$ cat src/rtl/leaf_pkt_pkg.sv
// Shared packet geometry for the leaf output path: field widths, offsets,
// the idle packet constant and a packing helper.
package leaf_pkt_pkg;

  localparam int PAYLOAD_W = 32;
  localparam int LEAF_W    = 5;
  localparam int PORT_W    = 4;
  localparam int ADDR_W    = 7;
  localparam int PKT_W     = 1 + LEAF_W + PORT_W + ADDR_W + PAYLOAD_W;

  localparam int PAYLOAD_LSB = 0;
  localparam int ADDR_LSB    = PAYLOAD_LSB + PAYLOAD_W;
  localparam int PORT_LSB    = ADDR_LSB + ADDR_W;
  localparam int LEAF_LSB    = PORT_LSB + PORT_W;
  localparam int VALID_BIT   = LEAF_LSB + LEAF_W;

  typedef logic [PKT_W-1:0] packet_t;

  localparam packet_t IDLE_PACKET = '0;

  function automatic packet_t pack_packet(
    input logic                 valid,
    input logic [LEAF_W-1:0]    leaf,
    input logic [PORT_W-1:0]    port,
    input logic [ADDR_W-1:0]    addr,
    input logic [PAYLOAD_W-1:0] payload
  );
    return {valid, leaf, port, addr, payload};
  endfunction

endpackage

$ cat src/rtl/leaf_port_fifo.sv
// Synchronous per-port FIFO; push is ignored when full, pop ignored when empty.
module leaf_port_fifo #(
  parameter int WIDTH = 32,
  parameter int DEPTH = 4
) (
  input  logic             clk,
  input  logic             rst,
  input  logic             push,
  input  logic             pop,
  input  logic [WIDTH-1:0] din,
  output logic             full,
  output logic             empty,
  output logic [WIDTH-1:0] dout
);

  localparam int AW = $clog2(DEPTH);
  localparam logic [AW:0] FULL_COUNT = (AW+1)'(DEPTH);

  logic [WIDTH-1:0] mem [DEPTH];
  logic [AW-1:0]    wr_ptr;
  logic [AW-1:0]    rd_ptr;
  logic [AW:0]      count;
  logic             do_push;
  logic             do_pop;

  assign do_push = push & ~full;
  assign do_pop  = pop & ~empty;
  assign full    = (count == FULL_COUNT);
  assign empty   = (count == '0);
  assign dout    = mem[rd_ptr];

  always_ff @(posedge clk or posedge rst) begin
    if (rst) begin
      wr_ptr <= '0;
      rd_ptr <= '0;
      count  <= '0;
    end else begin
      if (do_push) wr_ptr <= wr_ptr + 1'b1;
      if (do_pop)  rd_ptr <= rd_ptr + 1'b1;
      case ({do_push, do_pop})
        2'b10:   count <= count + 1'b1;
        2'b01:   count <= count - 1'b1;
        default: ;
      endcase
    end
  end

  always_ff @(posedge clk) begin
    if (do_push) mem[wr_ptr] <= din;
  end

endmodule

$ cat src/rtl/leaf_stream_packetizer.sv
// Credit-gated round-robin packet builder: buffers each user stream, stamps
// destination and wrapping address, and drives one registered BFT packet per cycle.
module leaf_stream_packetizer
  import leaf_pkt_pkg::*;
#(
  parameter int PACKET_BITS   = PKT_W,
  parameter int PAYLOAD_BITS  = PAYLOAD_W,
  parameter int NUM_LEAF_BITS = LEAF_W,
  parameter int NUM_PORT_BITS = PORT_W,
  parameter int NUM_ADDR_BITS = ADDR_W,
  parameter int NUM_OUT_PORTS = 4,
  parameter int FIFO_DEPTH    = 4,
  parameter int CREDIT_BITS   = 8,
  parameter int INIT_CREDITS  = 64
) (
  input  logic                                                clk_bft,
  input  logic                                                reset,
  input  logic [PAYLOAD_BITS*NUM_OUT_PORTS-1:0]               din_leaf_user2interface,
  input  logic [NUM_OUT_PORTS-1:0]                            vld_user2interface,
  output logic [NUM_OUT_PORTS-1:0]                            ack_interface2user,
  input  logic [(NUM_LEAF_BITS+NUM_PORT_BITS)*NUM_OUT_PORTS-1:0] dest_cfg,
  input  logic                                                credit_vld,
  input  logic [((NUM_OUT_PORTS > 1) ? $clog2(NUM_OUT_PORTS) : 1)-1:0] credit_port,
  input  logic [CREDIT_BITS-1:0]                              credit_amt,
  input  logic                                                resend,
  output logic [PACKET_BITS-1:0]                              dout_leaf_interface2bft
);

  localparam int DEST_BITS = NUM_LEAF_BITS + NUM_PORT_BITS;
  localparam int PTR_W     = (NUM_OUT_PORTS > 1) ? $clog2(NUM_OUT_PORTS) : 1;
  localparam logic [PTR_W-1:0] LAST_PORT = PTR_W'(NUM_OUT_PORTS - 1);

  logic [NUM_OUT_PORTS-1:0] full;
  logic [NUM_OUT_PORTS-1:0] empty;
  logic [NUM_OUT_PORTS-1:0] push;
  logic [NUM_OUT_PORTS-1:0] pop;
  logic [NUM_OUT_PORTS-1:0] eligible;
  logic [PAYLOAD_BITS-1:0]  fifo_dout   [NUM_OUT_PORTS];
  logic [NUM_ADDR_BITS-1:0] addr_cnt    [NUM_OUT_PORTS];
  logic [CREDIT_BITS-1:0]   credit      [NUM_OUT_PORTS];
  logic [CREDIT_BITS-1:0]   credit_next [NUM_OUT_PORTS];
  logic [CREDIT_BITS:0]     credit_sum  [NUM_OUT_PORTS];

  logic [PTR_W-1:0]         rr;
  logic [PTR_W-1:0]         rr_next;
  logic [PTR_W-1:0]         scan;
  logic [PTR_W-1:0]         grant_idx;
  logic                     grant_vld;
  logic [DEST_BITS-1:0]     sel_dest;
  logic [NUM_ADDR_BITS-1:0] sel_addr;
  logic [PAYLOAD_BITS-1:0]  sel_word;

  assign ack_interface2user = ~full & {NUM_OUT_PORTS{~reset}};

  for (genvar gi = 0; gi < NUM_OUT_PORTS; gi++) begin : g_port
    logic ret;

    assign push[gi]     = vld_user2interface[gi] & ack_interface2user[gi];
    assign eligible[gi] = ~empty[gi] & (credit[gi] != '0);
    assign pop[gi]      = grant_vld & (grant_idx == PTR_W'(gi));
    assign ret          = credit_vld & (32'(credit_port) == gi);

    // One extra bit catches overflow of (credit + amt - 1); eligibility
    // guarantees credit >= 1 whenever pop is set, so no underflow.
    assign credit_sum[gi]  = {1'b0, credit[gi]}
                           + (ret ? {1'b0, credit_amt} : '0)
                           - (CREDIT_BITS+1)'(pop[gi]);
    assign credit_next[gi] = credit_sum[gi][CREDIT_BITS] ? '1
                                                         : credit_sum[gi][CREDIT_BITS-1:0];

    leaf_port_fifo #(
      .WIDTH (PAYLOAD_BITS),
      .DEPTH (FIFO_DEPTH)
    ) u_fifo (
      .clk   (clk_bft),
      .rst   (reset),
      .push  (push[gi]),
      .pop   (pop[gi]),
      .din   (din_leaf_user2interface[gi*PAYLOAD_BITS +: PAYLOAD_BITS]),
      .full  (full[gi]),
      .empty (empty[gi]),
      .dout  (fifo_dout[gi])
    );
  end

  always_comb begin
    grant_vld = 1'b0;
    grant_idx = '0;
    scan      = '0;
    for (int unsigned k = 0; k < NUM_OUT_PORTS; k++) begin
      scan = PTR_W'((32'(rr) + k) % NUM_OUT_PORTS);
      if (!grant_vld && !resend && eligible[scan]) begin
        grant_vld = 1'b1;
        grant_idx = scan;
      end
    end
  end

  assign rr_next = (grant_idx == LAST_PORT) ? '0 : grant_idx + 1'b1;

  always_comb begin
    sel_dest = '0;
    sel_addr = '0;
    sel_word = '0;
    for (int unsigned k = 0; k < NUM_OUT_PORTS; k++) begin
      if (grant_idx == PTR_W'(k)) begin
        sel_dest = dest_cfg[k*DEST_BITS +: DEST_BITS];
        sel_addr = addr_cnt[k];
        sel_word = fifo_dout[k];
      end
    end
  end

  always_ff @(posedge clk_bft or posedge reset) begin
    if (reset) begin
      rr                      <= '0;
      dout_leaf_interface2bft <= '0;
      for (int unsigned k = 0; k < NUM_OUT_PORTS; k++) begin
        addr_cnt[k] <= '0;
        credit[k]   <= CREDIT_BITS'(INIT_CREDITS);
      end
    end else begin
      if (grant_vld) begin
        dout_leaf_interface2bft <= {1'b1, sel_dest, sel_addr, sel_word};
        addr_cnt[grant_idx]     <= addr_cnt[grant_idx] + 1'b1;
        rr                      <= rr_next;
      end else if (!resend) begin
        dout_leaf_interface2bft <= '0;
      end
      for (int unsigned k = 0; k < NUM_OUT_PORTS; k++) begin
        credit[k] <= credit_next[k];
      end
    end
  end

endmodule

$ cat config.mk
export PLATFORM = sky130hd
export DESIGN_NAME = leaf_stream_packetizer
export DESIGN_NICKNAME = d
export VERILOG_FILES = /design/src/rtl/leaf_pkt_pkg.sv /design/src/rtl/leaf_port_fifo.sv /design/src/rtl/leaf_stream_packetizer.sv
export SDC_FILE = /design/constraint.sdc
export NUM_CORES = 1
export LEC_CHECK = 0
export CORE_UTILIZATION = 38
export DETAILED_ROUTE_END_ITERATION = 8
export MAX_ROUTING_LAYER = met4
export SETUP_SLACK_MARGIN = 0.4
export SYNTH_ARGS = -nofsm -noshare
export SYNTH_HDL_FRONTEND = slang
export SYNTH_SLANG_ARGS = --single-unit
$ cat constraint.sdc
create_clock -name clk_bft -period 12 [get_ports clk_bft]
set_input_delay 2.4 -clock clk_bft [delete_from_list [all_inputs] [get_ports clk_bft]]
set_output_delay 2.4 -clock clk_bft [all_outputs]
set_load 0.02 [all_outputs]
==> reports/summary.md <==
The endpoint identified for the worst register-to-register timing path is credit[4]$_DFF_PP0_. The cell occurring most often along the worst timing path is o21ai_0. In the synthesized netlist the dominant register cell turns out to be edfxtp_1.

The checks that failed: DRC. Leaving out fill and tap cells, the most frequent cell in the layout is edfxtp_1. The tools report the total count of max-transition violations in the final report as 0. The peak clock frequency supported by timing came out at 127 MHz. The logs give 71 for the number of buffers created by CTS and 3 for the level count of the clock H-tree. The number of nets in the layout was 2325; the slew at the pin closest to its max-slew limit was 1.13 ns. Post-CTS setup repair buffer count: 0. On the worst path, the slowest cell contributes a delay of 0.84 ns.

After technology mapping, the gate count stands at 1799. During placement, the flow inserted port buffers numbering 234. In this run the clock root is driven by a clkbuf_16. The run finished, with violations left. The completed layout was analyzed and its total power is 9.43 mW. The worst-case reg-to-reg path depth came out at 24.

In the layout the commonest cells are edfxtp_1, clkdlybuf4s50_1, nand2_1, inv_1, dfrtp_1. The area of all placed cells without fillers is 0.0340 mm2, and the share of synthesized area occupied by flip-flops and latches is 66.9%. The placed standard-cell area is 0.0316 mm2, and the area overhead of the layout relative to synthesis is 20.6%. The run gives 0.0732 mm2 as the placeable core region. The logs give 99 for the row count and 6276 for the number of inserted filler cells in the final layout. After synthesis, the mean cell area works out to 15.7 um2.

The die covers 0.0752 mm2. The number of stages on the worst hold path came out at 1. Setup slack on the worst reg-to-reg path comes out at 5.42 ns.

Along the worst path, the maximum fanout reaches 97. The number of nets in the synthesized netlist is 2078. After clock tree synthesis, the clock-pin slew on the worst setup and hold paths is 0.06 ns.

Grouping stages by cell kind, the critical path spends the most delay in adder cells. The total half-perimeter wirelength after legalization and detailed placement came out at 44800 um. The count of placed standard cells in the final layout, fillers left out is 3075.

After detailed routing, the total wire length is 68400 um. Global routing used 18.9% of the available tracks. The met2 track utilization from global routing was 32.7%. The run gives 3 as the clock tree buffer depth. In the routed design, unresolved DRC markers number 14. For met1 alone, demand over resource in global routing was 22.0%. The number of hold buffers added after CTS was 0. For this run, asynchronously set or reset flops after synthesis account for 21.4%.

The largest individual stage delay along the critical path comes from the cell ha_4. The static leakage was 12.3 nW; the data arrival time at the worst-slack endpoint was 8.34 ns. TritonCTS built the clock tree. Entering global routing, the biggest net connects 98 pins.

Dividing total power by cell area gives a power density of 278 mW/mm2. In the routed layout, each cell is associated on average with a via count of 5.18. The count of unique library cells instantiated by Yosys was 69. The logs give 651 for the sink count of the clock tree and 24.6% for the relative slew slack. The first global-routing pass estimated 102000 um of wire.

The die width works out to 274 um. The number of hold violations in the final report came out at 0. The number of enable-type register cells in the synthesized netlist was 512.

Global routing consumed, on the met3 layer, 3.95% of the routing resources. The cell area that synthesis handed to floorplanning was 0.0282 mm2. Setup total negative slack on the finished layout was measured at 0 ns. The kind of end point of the critical path is a flip-flop. The via total after detailed routing was 15.9k; the boundary pin count was 235. The pre-antenna-repair detailed-routing pass consisted of 7 iterations.

STA puts the critical path data required time at 12.44 ns. The startpoint class of the critical path is a primary input. The die extent in y is 274 um. The number of nets with antenna violations after detailed routing came out at 0.

The number of buffers and inverters on the critical path is 5. The critical register-to-register path startpoint was g_port[1].u_fifo.count[0]$_DFFE_PP0P_. The initial utilization of the core area, before any placement, comes to 38.5%.

The number of gates resized after CTS was 0. Sink of the worst hold path: dout_leaf_interface2bft[48]$_DFFE_PP0P_. The worst-case IR drop observed on VDD is 0.245 mV. The peak-usage layer in the global routing report is met2. The worst setup path is of the primary input to flip-flop kind. Setup repair after global routing left no endpoint under its margin. In the final layout, the share of cells above drive strength 1 is 14.8%. Across the routed clock network, the largest skew measured is 0.0418 ns. The smallest clock period supported by the final layout is computed as 7.90 ns. Across the run, the number of max-cap violations was 0. The run gives 0.849 as the final weighted congestion in routability-driven placement. For this run, the number of Yosys warnings is 0.

Start point of the worst hold path: dout_leaf_interface2bft[48]$_DFFE_PP0P_. The run gives 16.4k as the via count of the first global-routing pass. The type of the most critical hold path was flip-flop to flip-flop. Setup violations remaining at the end of the flow were counted as 0.

Including well taps, the total number of placed cells is 2932. The number of flip-flops and latches in the synthesized netlist was 651; the average routed wire per standard cell was 22.2 um. The first routing iteration left 1031 violations. For the initial antenna violation count, the log shows 15. The worst-skew pair later-pin latency is 0.63 ns.

Of the available clock period, the critical path in the final layout requires 65.9%. Overflow left after global routing: 0.
==> how the worst max path moves through the flow <==
stage | start | cells past startpoint | to | slack [ns]
after floorplan | resend | 28 | credit[10]$_DFF_PP0_ | 5.03
after global placement | resend | 25 | credit[4]$_DFF_PP0_ | 3.54
after detailed placement | resend | 25 | credit[2]$_DFF_PP0_ | 3.46
after CTS | resend | 25 | credit[2]$_DFF_PP0_ | 4.06
after global routing | resend | 25 | credit[2]$_DFF_PP0_ | 3.46
final | resend | 25 | credit[4]$_DFF_PP0_ | 4.10
==> where the power goes <==
| part | switching [mW] | internal (mW) | total, mW |
|---|---|---|---|
| logic | 2.42 | 1.69 | 4.11 |
| clock network | 0.900 | 1.27 | 2.17 |
| registers | 0.254 | 2.90 | 3.15 |
| total | 3.57 | 5.85 | 9.43 |
==> flip-flops by register name, summed over array words and instances (netlist names) <==
name	flops
g_port.u_fifo.mem	512
dout_leaf_interface2bft	49
credit	32
addr_cnt	28
g_port.u_fifo.count	12
g_port.u_fifo.rd_ptr	8
g_port.u_fifo.wr_ptr	8
rr	2
==> cell families after synthesis <==
kind of cell | Yosys count | share of synthesized area, %
xor+xnor | 48 | 1.49
flops | 651 | 66.9
simple gates | 304 | 5.27
compound gates | 320 | 7.50
fa+ha+maj | 97 | 4.52
buf+inv | 226 | 3.10
mux | 153 | 11.2
==> layout make-up <==
type,instances,area (um2),area share (%)
well taps,959,1200,3.53
diodes,14,35.0,0.103
flip-flops and latches,651,18900,55.5
clock buffers,105,1990,5.85
repair buffers,259,2520,7.43
inverters,141,537,1.58
clock inverters,24,340,1.00
multi-input cells,922,8490,25.0
==> worst reg2reg max path, stage by stage, from the launching register on <==
cell and delay (ns):
dfrtp_1 0.40, nor3_1 0.62, a211oi_1 0.18, o21bai_1 0.26
o211ai_2 0.19, o211ai_1 0.38, or2_1 0.57, ha_4 0.84
nand2_1 0.31, clkinv_1 0.25, ha_1 0.26, inv_1 0.06
ha_1 0.15, inv_1 0.06, fa_1 0.44, nor2b_1 0.14
o21ai_0 0.08, nand2_1 0.08, and2_1 0.13, o21ai_0 0.08
nand2b_1 0.11, a21o_1 0.13, a21oi_1 0.07, xor2_1 0.44
o21ai_0 0.16
==> cell usage after synthesis (17+ instances only) <==
library cell | count | area, um2
nor2_1 | 69 | 259
xor2_1 | 21 | 184
edfxtp_1 | 512 | 15400
and3_1 | 22 | 138
nand2_1 | 146 | 548
dfrtp_1 | 135 | 3380
a22o_1 | 48 | 420
clkbuf_1 | 65 | 244
ha_1 | 89 | 1110
xnor2_1 | 27 | 236
inv_1 | 134 | 503
o21ai_0 | 90 | 450
a22oi_1 | 48 | 360
mux2_2 | 17 | 191
mux4_2 | 128 | 2880
a21oi_1 | 73 | 365
==> per-stage QoR <==
stage	setup slack, ns	hold WS, ns	util, %
6_report	4.10	0.487	46.4
5_1_grt	3.46	0.493	46.4
4_1_cts	4.06	0.489	46.4
3_5_place_dp	3.46	0.477	43.2
3_3_place_gp	3.54	0.466	43.2
2_1_floorplan	5.03	0.464	-
==> routing by layer <==
| metal | wire [um] | vias up | part of all wire, % |
|---|---|---|---|
| met5 | 0 | - | 0 |
| met4 | 1870 | 0 | 2.7 |
| met3 | 3120 | 111 | 4.6 |
| met2 | 36500 | 329 | 53 |
| met1 | 26900 | 8141 | 39 |
| li1 | - | 7348 | - |
Power figures use the tool's default switching activity.
